`config.mk`:
```
export PLATFORM = sky130hd
export DESIGN_NAME = mc_control_fsm_flat
export DESIGN_NICKNAME = d
export VERILOG_FILES = /design/src/rtl/mc_control_if.sv /design/src/rtl/mc_control_fsm.sv /design/src/flat_wrapper.sv
export SDC_FILE = /design/constraint.sdc
export NUM_CORES = 1
export LEC_CHECK = 0
export BUFFER_PORTS_ARGS = -buffer_cell sky130_fd_sc_hd__buf_2
export CORE_ASPECT_RATIO = 0.7
export CORE_MARGIN = 5
export CORE_UTILIZATION = 54
export DETAILED_ROUTE_END_ITERATION = 8
export PLACE_DENSITY = 0.81
export SYNTH_ARGS = -nofsm -noshare
export SYNTH_HDL_FRONTEND = slang
export SYNTH_SLANG_ARGS = --single-unit
```
`constraint.sdc`:
```
create_clock -name clk -period 2.78 [get_ports clk]
set_clock_uncertainty 0.2 [all_clocks]
set_input_delay 0.139 -clock clk [delete_from_list [all_inputs] [get_ports clk]]
set_output_delay 0.139 -clock clk [all_outputs]
set_load 0.01 [all_outputs]
```
`src/rtl/mc_control_if.sv`:
```
// ---------------------------------------------------------------------------
// mc_control_if
//   Bundles the multicycle MIPS control unit's instruction-register inputs,
//   datapath status and every datapath control output into one interface.
//
//   master : the control FSM (consumes opcode/funct/zero/mem_ready, drives
//            enables, mux selects, alu_cnt, illegal and state_dbg)
//   slave  : the datapath side (drives opcode/funct/zero/mem_ready)
// ---------------------------------------------------------------------------
interface mc_control_if;
  logic [5:0] opcode;     // instr[31:26]
  logic [5:0] funct;      // instr[5:0]
  logic       zero;       // ALU zero flag
  logic       mem_ready;  // memory access completes this cycle

  logic [3:0] alu_cnt;    // ALU operation code
  logic       alu_src_a;  // 0=PC, 1=regA
  logic [1:0] alu_src_b;  // 00=regB, 01=4, 10=imm, 11=imm<<2
  logic [1:0] pc_source;  // 00=ALU, 01=ALUOut, 10=jump target
  logic       pc_write;
  logic       ir_write;
  logic       i_or_d;     // 0=PC, 1=ALUOut
  logic       mem_read;
  logic       mem_write;
  logic       reg_write;
  logic       reg_dst;    // 0=rt, 1=rd
  logic       mem_to_reg; // 0=ALUOut, 1=MDR
  logic       illegal;
  logic [3:0] state_dbg;

  modport master (
    input  opcode, funct, zero, mem_ready,
    output alu_cnt, alu_src_a, alu_src_b, pc_source, pc_write, ir_write,
           i_or_d, mem_read, mem_write, reg_write, reg_dst, mem_to_reg,
           illegal, state_dbg
  );

  modport slave (
    output opcode, funct, zero, mem_ready,
    input  alu_cnt, alu_src_a, alu_src_b, pc_source, pc_write, ir_write,
           i_or_d, mem_read, mem_write, reg_write, reg_dst, mem_to_reg,
           illegal, state_dbg
  );
endinterface

```
`src/rtl/mc_control_fsm.sv`:
```
// ---------------------------------------------------------------------------
// mc_control_fsm
//   Main control unit of a multicycle MIPS. Sequences each instruction
//   through FETCH / DECODE / EXECUTE / MEMORY / WRITEBACK and produces every
//   datapath enable, mux select and the 4-bit ALU operation code.
//
// Ports
//   clk    : system clock, rising edge
//   rst_n  : asynchronous active-low reset (forces RESET, outputs 0)
//   ctl    : mc_control_if.master (opcode, funct, zero, mem_ready in;
//            all control outputs, illegal and state_dbg out)
//
// Parameters
//   ILLEGAL_STICKY : 1 parks undecoded instructions in ILLEGAL until reset,
//                    0 treats them as NOP (back to FETCH)
//
// Build option
//   MC_CONTROL_BNE_EN : when defined, opcode 000101 (bne) decodes to BRANCH
//                       with pc_write = ~zero; otherwise it is illegal.
// ---------------------------------------------------------------------------
module mc_control_fsm #(
  parameter bit ILLEGAL_STICKY = 1'b1
) (
  input  logic         clk,
  input  logic         rst_n,
  mc_control_if.master ctl
);

`ifdef MC_CONTROL_BNE_EN
  localparam bit BneEn = 1'b1;
`else
  localparam bit BneEn = 1'b0;
`endif

  localparam logic [5:0] OP_RTYPE = 6'b000000;
  localparam logic [5:0] OP_J     = 6'b000010;
  localparam logic [5:0] OP_BEQ   = 6'b000100;
  localparam logic [5:0] OP_BNE   = 6'b000101;
  localparam logic [5:0] OP_ADDI  = 6'b001000;
  localparam logic [5:0] OP_SLTI  = 6'b001010;
  localparam logic [5:0] OP_ANDI  = 6'b001100;
  localparam logic [5:0] OP_ORI   = 6'b001101;
  localparam logic [5:0] OP_LW    = 6'b100011;
  localparam logic [5:0] OP_SW    = 6'b101011;

  // state_dbg exposes this encoding directly; RESET must stay 0.
  typedef enum logic [3:0] {
    S_RESET    = 4'd0,
    S_FETCH    = 4'd1,
    S_DECODE   = 4'd2,
    S_MEM_ADDR = 4'd3,
    S_MEM_RD   = 4'd4,
    S_MEM_WB   = 4'd5,
    S_MEM_WR   = 4'd6,
    S_EXEC_R   = 4'd7,
    S_WB_R     = 4'd8,
    S_EXEC_I   = 4'd9,
    S_WB_I     = 4'd10,
    S_BRANCH   = 4'd11,
    S_JUMP     = 4'd12,
    S_ILLEGAL  = 4'd13
  } state_e;

  typedef struct packed {
    logic [3:0] alu_cnt;
    logic       alu_src_a;
    logic [1:0] alu_src_b;
    logic [1:0] pc_source;
    logic       pc_write;
    logic       i_or_d;
    logic       mem_read;
    logic       mem_write;
    logic       reg_write;
    logic       reg_dst;
    logic       mem_to_reg;
    logic       illegal;
  } ctrl_t;

  // {valid, alu_cnt} for an R-type funct field.
  function automatic logic [4:0] r_type_alu(input logic [5:0] fn);
    case (fn)
      6'b100000: return 5'b1_0000; // add
      6'b100010: return 5'b1_0001; // sub
      6'b100111: return 5'b1_0010; // nor -> not
      6'b000000: return 5'b1_0011; // sll
      6'b000010: return 5'b1_0100; // srl
      6'b100100: return 5'b1_0101; // and
      6'b100101: return 5'b1_0110; // or
      6'b101010: return 5'b1_0111; // slt
      default:   return 5'b0_0000;
    endcase
  endfunction

  // alu_cnt for the immediate-ALU opcodes (only reached for decoded ones).
  function automatic logic [3:0] i_type_alu(input logic [5:0] op);
    case (op)
      OP_ANDI: return 4'b0101;
      OP_ORI:  return 4'b0110;
      OP_SLTI: return 4'b0111;
      default: return 4'b0000; // addi
    endcase
  endfunction

  state_e     state_q, state_d;
  logic [5:0] op_q, op_d;
  logic [5:0] funct_q, funct_d;
  ctrl_t      ctrl_q, ctrl_d;
  logic [4:0] r_dec_q, r_dec_d;
  state_e     illegal_dest;
  logic       branch_take;

  assign illegal_dest = ILLEGAL_STICKY ? S_ILLEGAL : S_FETCH;
  assign r_dec_q      = r_type_alu(funct_q);
  assign r_dec_d      = r_type_alu(funct_d);

  // Next-state logic. opcode/funct are captured only in DECODE so that the
  // IR may change underneath the later states without effect.
  // NOTE: every variable gets a default at the top of the block; a path that
  // left one unassigned would infer a latch.
  always_comb begin
    state_d = state_q;
    op_d    = op_q;
    funct_d = funct_q;
    unique case (state_q)
      S_RESET:  state_d = S_FETCH;
      S_FETCH:  if (ctl.mem_ready) state_d = S_DECODE;
      S_DECODE: begin
        op_d    = ctl.opcode;
        funct_d = ctl.funct;
        case (ctl.opcode)
          OP_LW, OP_SW:                     state_d = S_MEM_ADDR;
          OP_RTYPE:                         state_d = S_EXEC_R;
          OP_ADDI, OP_ANDI, OP_ORI, OP_SLTI: state_d = S_EXEC_I;
          OP_BEQ:                           state_d = S_BRANCH;
          OP_BNE:                           state_d = BneEn ? S_BRANCH : illegal_dest;
          OP_J:                             state_d = S_JUMP;
          default:                          state_d = illegal_dest;
        endcase
      end
      S_MEM_ADDR: state_d = (op_q == OP_LW) ? S_MEM_RD : S_MEM_WR;
      S_MEM_RD:   if (ctl.mem_ready) state_d = S_MEM_WB;
      S_MEM_WR:   if (ctl.mem_ready) state_d = S_FETCH;
      S_EXEC_R:   state_d = r_dec_q[4] ? S_WB_R : illegal_dest;
      S_EXEC_I:   state_d = S_WB_I;
      S_MEM_WB, S_WB_R, S_WB_I, S_BRANCH, S_JUMP: state_d = S_FETCH;
      S_ILLEGAL:  state_d = S_ILLEGAL;
      default:    state_d = S_RESET;
    endcase
  end

  // Outputs are registered: decode them from the state being entered so
  // they line up with that state from its first cycle.
  always_comb begin
    ctrl_d = '0;
    unique case (state_d)
      S_FETCH: begin
        ctrl_d.mem_read  = 1'b1;
        ctrl_d.alu_src_b = 2'b01;
      end
      S_DECODE:   ctrl_d.alu_src_b = 2'b11;
      S_MEM_ADDR: begin
        ctrl_d.alu_src_a = 1'b1;
        ctrl_d.alu_src_b = 2'b10;
      end
      S_MEM_RD: begin
        ctrl_d.mem_read = 1'b1;
        ctrl_d.i_or_d   = 1'b1;
      end
      S_MEM_WB: begin
        ctrl_d.reg_write  = 1'b1;
        ctrl_d.mem_to_reg = 1'b1;
      end
      S_MEM_WR: begin
        ctrl_d.mem_write = 1'b1;
        ctrl_d.i_or_d    = 1'b1;
      end
      S_EXEC_R: begin
        ctrl_d.alu_src_a = 1'b1;
        ctrl_d.alu_cnt   = r_dec_d[3:0];
      end
      S_WB_R: begin
        ctrl_d.reg_write = 1'b1;
        ctrl_d.reg_dst   = 1'b1;
      end
      S_EXEC_I: begin
        ctrl_d.alu_src_a = 1'b1;
        ctrl_d.alu_src_b = 2'b10;
        ctrl_d.alu_cnt   = i_type_alu(op_d);
      end
      S_WB_I: ctrl_d.reg_write = 1'b1;
      S_BRANCH: begin
        ctrl_d.alu_src_a = 1'b1;
        ctrl_d.alu_cnt   = 4'b0001;
        ctrl_d.pc_source = 2'b01;
      end
      S_JUMP: begin
        ctrl_d.pc_source = 2'b10;
        ctrl_d.pc_write  = 1'b1;
      end
      S_ILLEGAL: ctrl_d.illegal = 1'b1;
      default:   ctrl_d = '0;
    endcase
  end

  // NOTE: sequential state uses non-blocking assignments so every register
  // samples its _d value from before the edge, independent of statement order.
  always_ff @(posedge clk or negedge rst_n) begin
    if (!rst_n) begin
      state_q <= S_RESET;
      op_q    <= '0;
      funct_q <= '0;
      ctrl_q  <= '0;
    end else begin
      state_q <= state_d;
      op_q    <= op_d;
      funct_q <= funct_d;
      ctrl_q  <= ctrl_d;
    end
  end

  // bne inverts the branch sense; only reachable when the option is built in.
  assign branch_take = (BneEn && op_q == OP_BNE) ? ~ctl.zero : ctl.zero;

  // ir_write and the FETCH/BRANCH pc_write depend on same-cycle inputs, so
  // they are qualified combinationally from the registered state.
  assign ctl.ir_write   = (state_q == S_FETCH) && ctl.mem_ready;
  assign ctl.pc_write   = ctrl_q.pc_write
                        | ((state_q == S_FETCH)  && ctl.mem_ready)
                        | ((state_q == S_BRANCH) && branch_take);
  assign ctl.alu_cnt    = ctrl_q.alu_cnt;
  assign ctl.alu_src_a  = ctrl_q.alu_src_a;
  assign ctl.alu_src_b  = ctrl_q.alu_src_b;
  assign ctl.pc_source  = ctrl_q.pc_source;
  assign ctl.i_or_d     = ctrl_q.i_or_d;
  assign ctl.mem_read   = ctrl_q.mem_read;
  assign ctl.mem_write  = ctrl_q.mem_write;
  assign ctl.reg_write  = ctrl_q.reg_write;
  assign ctl.reg_dst    = ctrl_q.reg_dst;
  assign ctl.mem_to_reg = ctrl_q.mem_to_reg;
  assign ctl.illegal    = ctrl_q.illegal;
  assign ctl.state_dbg  = state_q;

endmodule

```
`src/flat_wrapper.sv`:
```
// flat-port wrapper written by rule: the top's interface ports become plain ports
module mc_control_fsm_flat 
#(
  parameter bit ILLEGAL_STICKY = 1'b1
)
  (clk, rst_n, ctl_opcode, ctl_funct, ctl_zero, ctl_mem_ready, ctl_alu_cnt, ctl_alu_src_a, ctl_alu_src_b, ctl_pc_source, ctl_pc_write, ctl_ir_write, ctl_i_or_d, ctl_mem_read, ctl_mem_write, ctl_reg_write, ctl_reg_dst, ctl_mem_to_reg, ctl_illegal, ctl_state_dbg);
  mc_control_if ctl_i ();
  input  logic clk;
  input  logic rst_n;
  input wire logic [$bits(ctl_i.opcode)-1:0] ctl_opcode;
  input wire logic [$bits(ctl_i.funct)-1:0] ctl_funct;
  input wire logic [$bits(ctl_i.zero)-1:0] ctl_zero;
  input wire logic [$bits(ctl_i.mem_ready)-1:0] ctl_mem_ready;
  output wire logic [$bits(ctl_i.alu_cnt)-1:0] ctl_alu_cnt;
  output wire logic [$bits(ctl_i.alu_src_a)-1:0] ctl_alu_src_a;
  output wire logic [$bits(ctl_i.alu_src_b)-1:0] ctl_alu_src_b;
  output wire logic [$bits(ctl_i.pc_source)-1:0] ctl_pc_source;
  output wire logic [$bits(ctl_i.pc_write)-1:0] ctl_pc_write;
  output wire logic [$bits(ctl_i.ir_write)-1:0] ctl_ir_write;
  output wire logic [$bits(ctl_i.i_or_d)-1:0] ctl_i_or_d;
  output wire logic [$bits(ctl_i.mem_read)-1:0] ctl_mem_read;
  output wire logic [$bits(ctl_i.mem_write)-1:0] ctl_mem_write;
  output wire logic [$bits(ctl_i.reg_write)-1:0] ctl_reg_write;
  output wire logic [$bits(ctl_i.reg_dst)-1:0] ctl_reg_dst;
  output wire logic [$bits(ctl_i.mem_to_reg)-1:0] ctl_mem_to_reg;
  output wire logic [$bits(ctl_i.illegal)-1:0] ctl_illegal;
  output wire logic [$bits(ctl_i.state_dbg)-1:0] ctl_state_dbg;
  assign ctl_i.opcode = ctl_opcode;
  assign ctl_i.funct = ctl_funct;
  assign ctl_i.zero = ctl_zero;
  assign ctl_i.mem_ready = ctl_mem_ready;
  assign ctl_alu_cnt = ctl_i.alu_cnt;
  assign ctl_alu_src_a = ctl_i.alu_src_a;
  assign ctl_alu_src_b = ctl_i.alu_src_b;
  assign ctl_pc_source = ctl_i.pc_source;
  assign ctl_pc_write = ctl_i.pc_write;
  assign ctl_ir_write = ctl_i.ir_write;
  assign ctl_i_or_d = ctl_i.i_or_d;
  assign ctl_mem_read = ctl_i.mem_read;
  assign ctl_mem_write = ctl_i.mem_write;
  assign ctl_reg_write = ctl_i.reg_write;
  assign ctl_reg_dst = ctl_i.reg_dst;
  assign ctl_mem_to_reg = ctl_i.mem_to_reg;
  assign ctl_illegal = ctl_i.illegal;
  assign ctl_state_dbg = ctl_i.state_dbg;
  mc_control_fsm #(.ILLEGAL_STICKY(ILLEGAL_STICKY)) u_core (.clk(clk), .rst_n(rst_n), .ctl(ctl_i));
endmodule
```
; After elaboration in Yosys (flattened, before gate mapping)
; Cells that the tools add are included.
[classes]
n_eq_ne = 52
mux = 24
bitwise_logic = 2
reduce_logical = 14
[ops]
columns = operator, n
row1 = == test 6 bit (second input constant), 15
row2 = == test 4 bit (second input constant), 12
row3 = == test 6 x 4 -> 1 bit (second input constant), 7
row4 = one-hot mux 5 bit (8 select lines), 1
row5 = one-hot mux 4 bit (9 select lines), 1
row6 = == test 4 x 3 -> 1 bit (second input constant), 8
row7 = one-hot mux 3 bit (8 select lines), 1
row8 = one-hot mux 4 bit (5 select lines), 1
row9 = == test 6 x 2 -> 1 bit (second input constant), 3
row10 = logical NOT 6 bit, 3
row11 = one-hot mux 3 bit (3 select lines), 2
row12 = == test 4 x 2 -> 1 bit (second input constant), 4
row13 = two-way mux 4 bit, 3
row14 = two-way mux 6 bit, 2
row15 = two-way mux 1 bit, 9
row16 = == test 4 x 1 -> 1 bit (second input constant), 2
row17 = OR reduction 2 bit, 4
row18 = OR reduction 4 bit, 2
row19 = == test 6 x 3 -> 1 bit (second input constant), 1
row20 = one-hot mux 2 bit (3 select lines), 1
row21 = OR reduction 6 bit, 1
row22 = logical NOT 4 bit, 1
row23 = one-hot mux 2 bit (2 select lines), 1
row24 = two-way mux 3 bit, 1
row25 = other kinds (4), 6
[totals]
register_bits = 32
inputBits = 16
wordCells = 107

; Depth between registers and ports, before layout
[depth]
depth_word = 7
mapped_depth = 8
mapped_depth_nobuf = 7

; Worst setup path after synthesis
; Ideal clock, no wire load.
[synth_path]
path_kind = register -> register
start = reg u_core.state_q[2], in the netlist u_core.ctl.state_dbg[2]
end = reg u_core.ctrl_q (netlist bit u_core.ctl.alu_cnt[0])
t_arrival_ps = 1936
path_slack_ps = 504
path_stages_with_launch = 7
n_path_buf = 0
period_less_slack_ps = 2276
cell_sequence = dfrtp_1 > nor4b_4 > mux2i_1 > inv_2 > a221o_1 > o311ai_0 > o22ai_1
[synth_lines]
columns = element, line
row1 = "start, declared", mc_control_fsm.sv:104  ; state_e state_q, state_d;
row2 = "start signal, assigned", mc_control_fsm.sv:214  ; state_q <= state_d;
row3 = "end signal, assigned", mc_control_fsm.sv:217  ; ctrl_q <= ctrl_d;
row4 = "end, declared", mc_control_fsm.sv:107  ; ctrl_t ctrl_q, ctrl_d;

==> summary.txt <==
cts repair resizes -> 0
EDFF count, synth -> 0
hold path cells -> 3
Die Ht -> 58.7 um
Ys Warns -> 0
GP Congestion -> 0.894
die area -> 4680 um^2
Comb pwr share -> 47.4%
worst hold slack -> 0.0657 ns
DR WL/cell -> 14.4 um
Cell Area, Synth -> 1830 um^2
sw power -> 0.992 mW
post-DP HPWL -> 3000 um
status -> finished clean
Hold Crit Class -> in -> reg
Avg Cell Area, Syn -> 9.35 um^2
Layout Nets -> 262
GRT Overall Usage -> 19.6%
worst setup path start -> ctl_opcode[3]
Starting Density -> 57.0%
DR iter-0 viols -> 123
Cell variety after synth -> 53
Internal -> 1.44 mW
# diodes -> 0
kind of critical path -> in -> reg
fillers -> 262
Final Instance Area -> 2300 um^2
worst vdd ir -> 0.509 mV
Max Slew Vio Count -> 0
vias in the first global route -> 1460
share of cells above drive strength 1 -> 26.7%
# IOs -> 38
setup violators final -> 0
HP Start -> ctl_opcode[0]
area grow syn2layout -> 25.5%
Max Clk Rate -> 392 MHz
hold worst-path end -> u_core.op_q[0]
Seq/Total Area, Yosys -> 42.3%
post-synth top area cell -> dfrtp_1
final period utilization -> 91.9%
Worst-Skew Late Latency -> 0.29 ns
switch share -> 40.7%
PwrDens -> 1060 nW/um^2
FP Rows -> 17
root buf cell -> clkbuf_8
CTS buffer count -> 5
Via density -> 5.57
via count of the routed design -> 1638
Worst Path Required -> 2.72 ns
FF+latch area -> 776 um^2
Seq cells post-synth -> 31
leakage -> 1.03 nW
area post-placement -> 2050 um^2
Final ANT Viol Nets -> 0
R2R depth -> 6
initial antenna violation count -> 0
measured slew at the worst slew-check pin -> 0.666 ns
CP startpoint kind -> primary input
Initial DRT Pass Iterations -> 4
crit end category -> register
slew margin rel. -> 55.6%
min cycle time layout -> 2.55 ns
CTS tree -> yes
post-synth top area share -> 42.3%
max cap viols -> 0
Multi-input gate area -> 981 um^2
crit path max fanout -> 7
synth top area cells -> dfrtp_1 (42%), mux2_2 (4.9%), nor2_1 (4.3%), nor2b_1 (3.1%), mux2i_1 (2.7%)
first-pass GRT wire length -> 6980 um
largest net degree at the start of global routing -> 32
reg-to-reg slack, setup -> 0.35 ns
syn nets -> 212
Die Wd -> 79.6 um
RSZ-0062 raised after global routing -> no
Gate Count Post-Synth -> 196
Post-synth top cells -> dfrtp_1 (31), nor2_1 (21), nand2_1 (13), a21oi_1 (9), nor2b_1 (9)
H-tree depth -> 2
sequential share of power -> 33.4%
most numerous cell in the Yosys netlist -> dfrtp_1
Critical R2R Launch -> u_core.ctl.state_dbg[0]
# clock sinks -> 31
WP data arrival -> 2.50 ns
PortBufs -> 36
Setup TNS -> 0 ns
Top FF cell, synth -> dfrtp_1
clock share of power -> 19.2%
# DRC -> 0
CORE AREA -> 3210 um^2
WL final -> 4220 um
Post-synth ARST share -> 100%
Clk pin slew, worst setup/hold paths -> 0.07 ns
clk buf depth -> 2
FF-to-FF End -> u_core.ctl.alu_cnt[0]
grt ovf -> 0
Final Hold Viols -> 0
==> per-layer routing <==
metal  vias to the layer above  wire, um  track usage, %
met5                         -         0               0
li1                        801         -               -
met2                        65      1850            28.9
met3                         8       272            5.05
met4                         0        62            7.35
met1                       764      2040            27.6
==> power by group through the flow <==
stage | clock network (mW) | logic (mW) | registers, mW
4_1_cts | 0.473 | 1.15 | 0.810
3_5_place_dp | 0 | 1.13 | 0.816
6_report | 0.466 | 1.15 | 0.814
3_3_place_gp | 0 | 1.11 | 0.816
2_1_floorplan | 0 | 0.850 | 0.784
5_1_grt | 0.499 | 1.28 | 0.838
==> placed cells by master, fill, tap and decap left out, types with 4 or more instances in the layout <==
cell | synthesis | final
a21oi_1 | 9 | 9
a31oi_1 | 4 | 4
buf_2 | 6 | 36
buf_4 | 1 | 4
clkbuf_8 | 0 | 6
dfrtp_1 | 31 | 31
dlygate4sd3_1 | 0 | 13
inv_1 | 5 | 5
mux2_2 | 8 | 8
mux2i_1 | 5 | 5
nand2_1 | 13 | 13
nand2b_1 | 6 | 6
nand3_1 | 8 | 8
nor2_1 | 21 | 21
nor2b_1 | 9 | 9
nor3_1 | 5 | 5
o21ai_0 | 8 | 8
==> critical path: stages <==
cell	delay (ns)
dlygate4sd3_1	0.53
buf_2	0.15
or4_1	0.54
a211o_1	0.36
a211oi_4	0.42
a21oi_1	0.10
nand2b_1	0.14
o22ai_1	0.12
==> how the worst max path moves through the flow <==
stage | endpoint | slack [ns] | cells past startpoint
2_1_floorplan | u_core.ctl.alu_cnt[0] | 0.50 | 6
3_3_place_gp | u_core.ctl.alu_cnt[0] | 0.47 | 6
3_5_place_dp | u_core.ctl.alu_cnt[0] | 0.36 | 6
4_1_cts | u_core.ctl.alu_cnt[0] | 0.24 | 8
5_1_grt | u_core.ctl.alu_cnt[0] | 0.12 | 8
6_report | u_core.ctl.alu_cnt[0] | 0.23 | 8
==> logic make-up (layout without fill, tap and decap cells) <==
group                     after synthesis  in the layout  share of synthesized area, %
and+or+nand+nor                        83             83                          25.1
AOI/OAI and AO/OA                      48             48                          19.1
DFF                                    31             31                          42.3
buffers and inverters                  17             68                          4.10
muxes                                  13             13                          7.65
xor gates and xnor gates                3              3                          1.43
other                                   1              1                         0.205
==> metrics by stage <==
step | util (%) | power, mW | instances | setup WS (ns)
CTS | 71.6 | 2.44 | 294 | 0.236
finish | 71.6 | 2.43 | 294 | 0.226
global route | 71.6 | 2.62 | 294 | 0.123
global placement | 63.9 | 1.93 | 273 | 0.467
floorplan | - | 1.63 | 196 | 0.504
detailed placement | 63.9 | 1.95 | 273 | 0.358
==> what timing repair did <==
item	CTS	global route
endpoints found under the hold margin	44	0
buffers inserted	0	0
hold buffers	13	0
==> final cells by class <==
type,instances,share of cell area (%)
Clock buffer,6,3.59
Clock inverter,2,1.52
Inverter,7,1.14
Multi-Input combinational cell,148,42.7
Sequential cell,31,33.7
Tap cell,47,2.56
Timing Repair Buffer,53,14.8
Power figures use the tool's default switching activity.
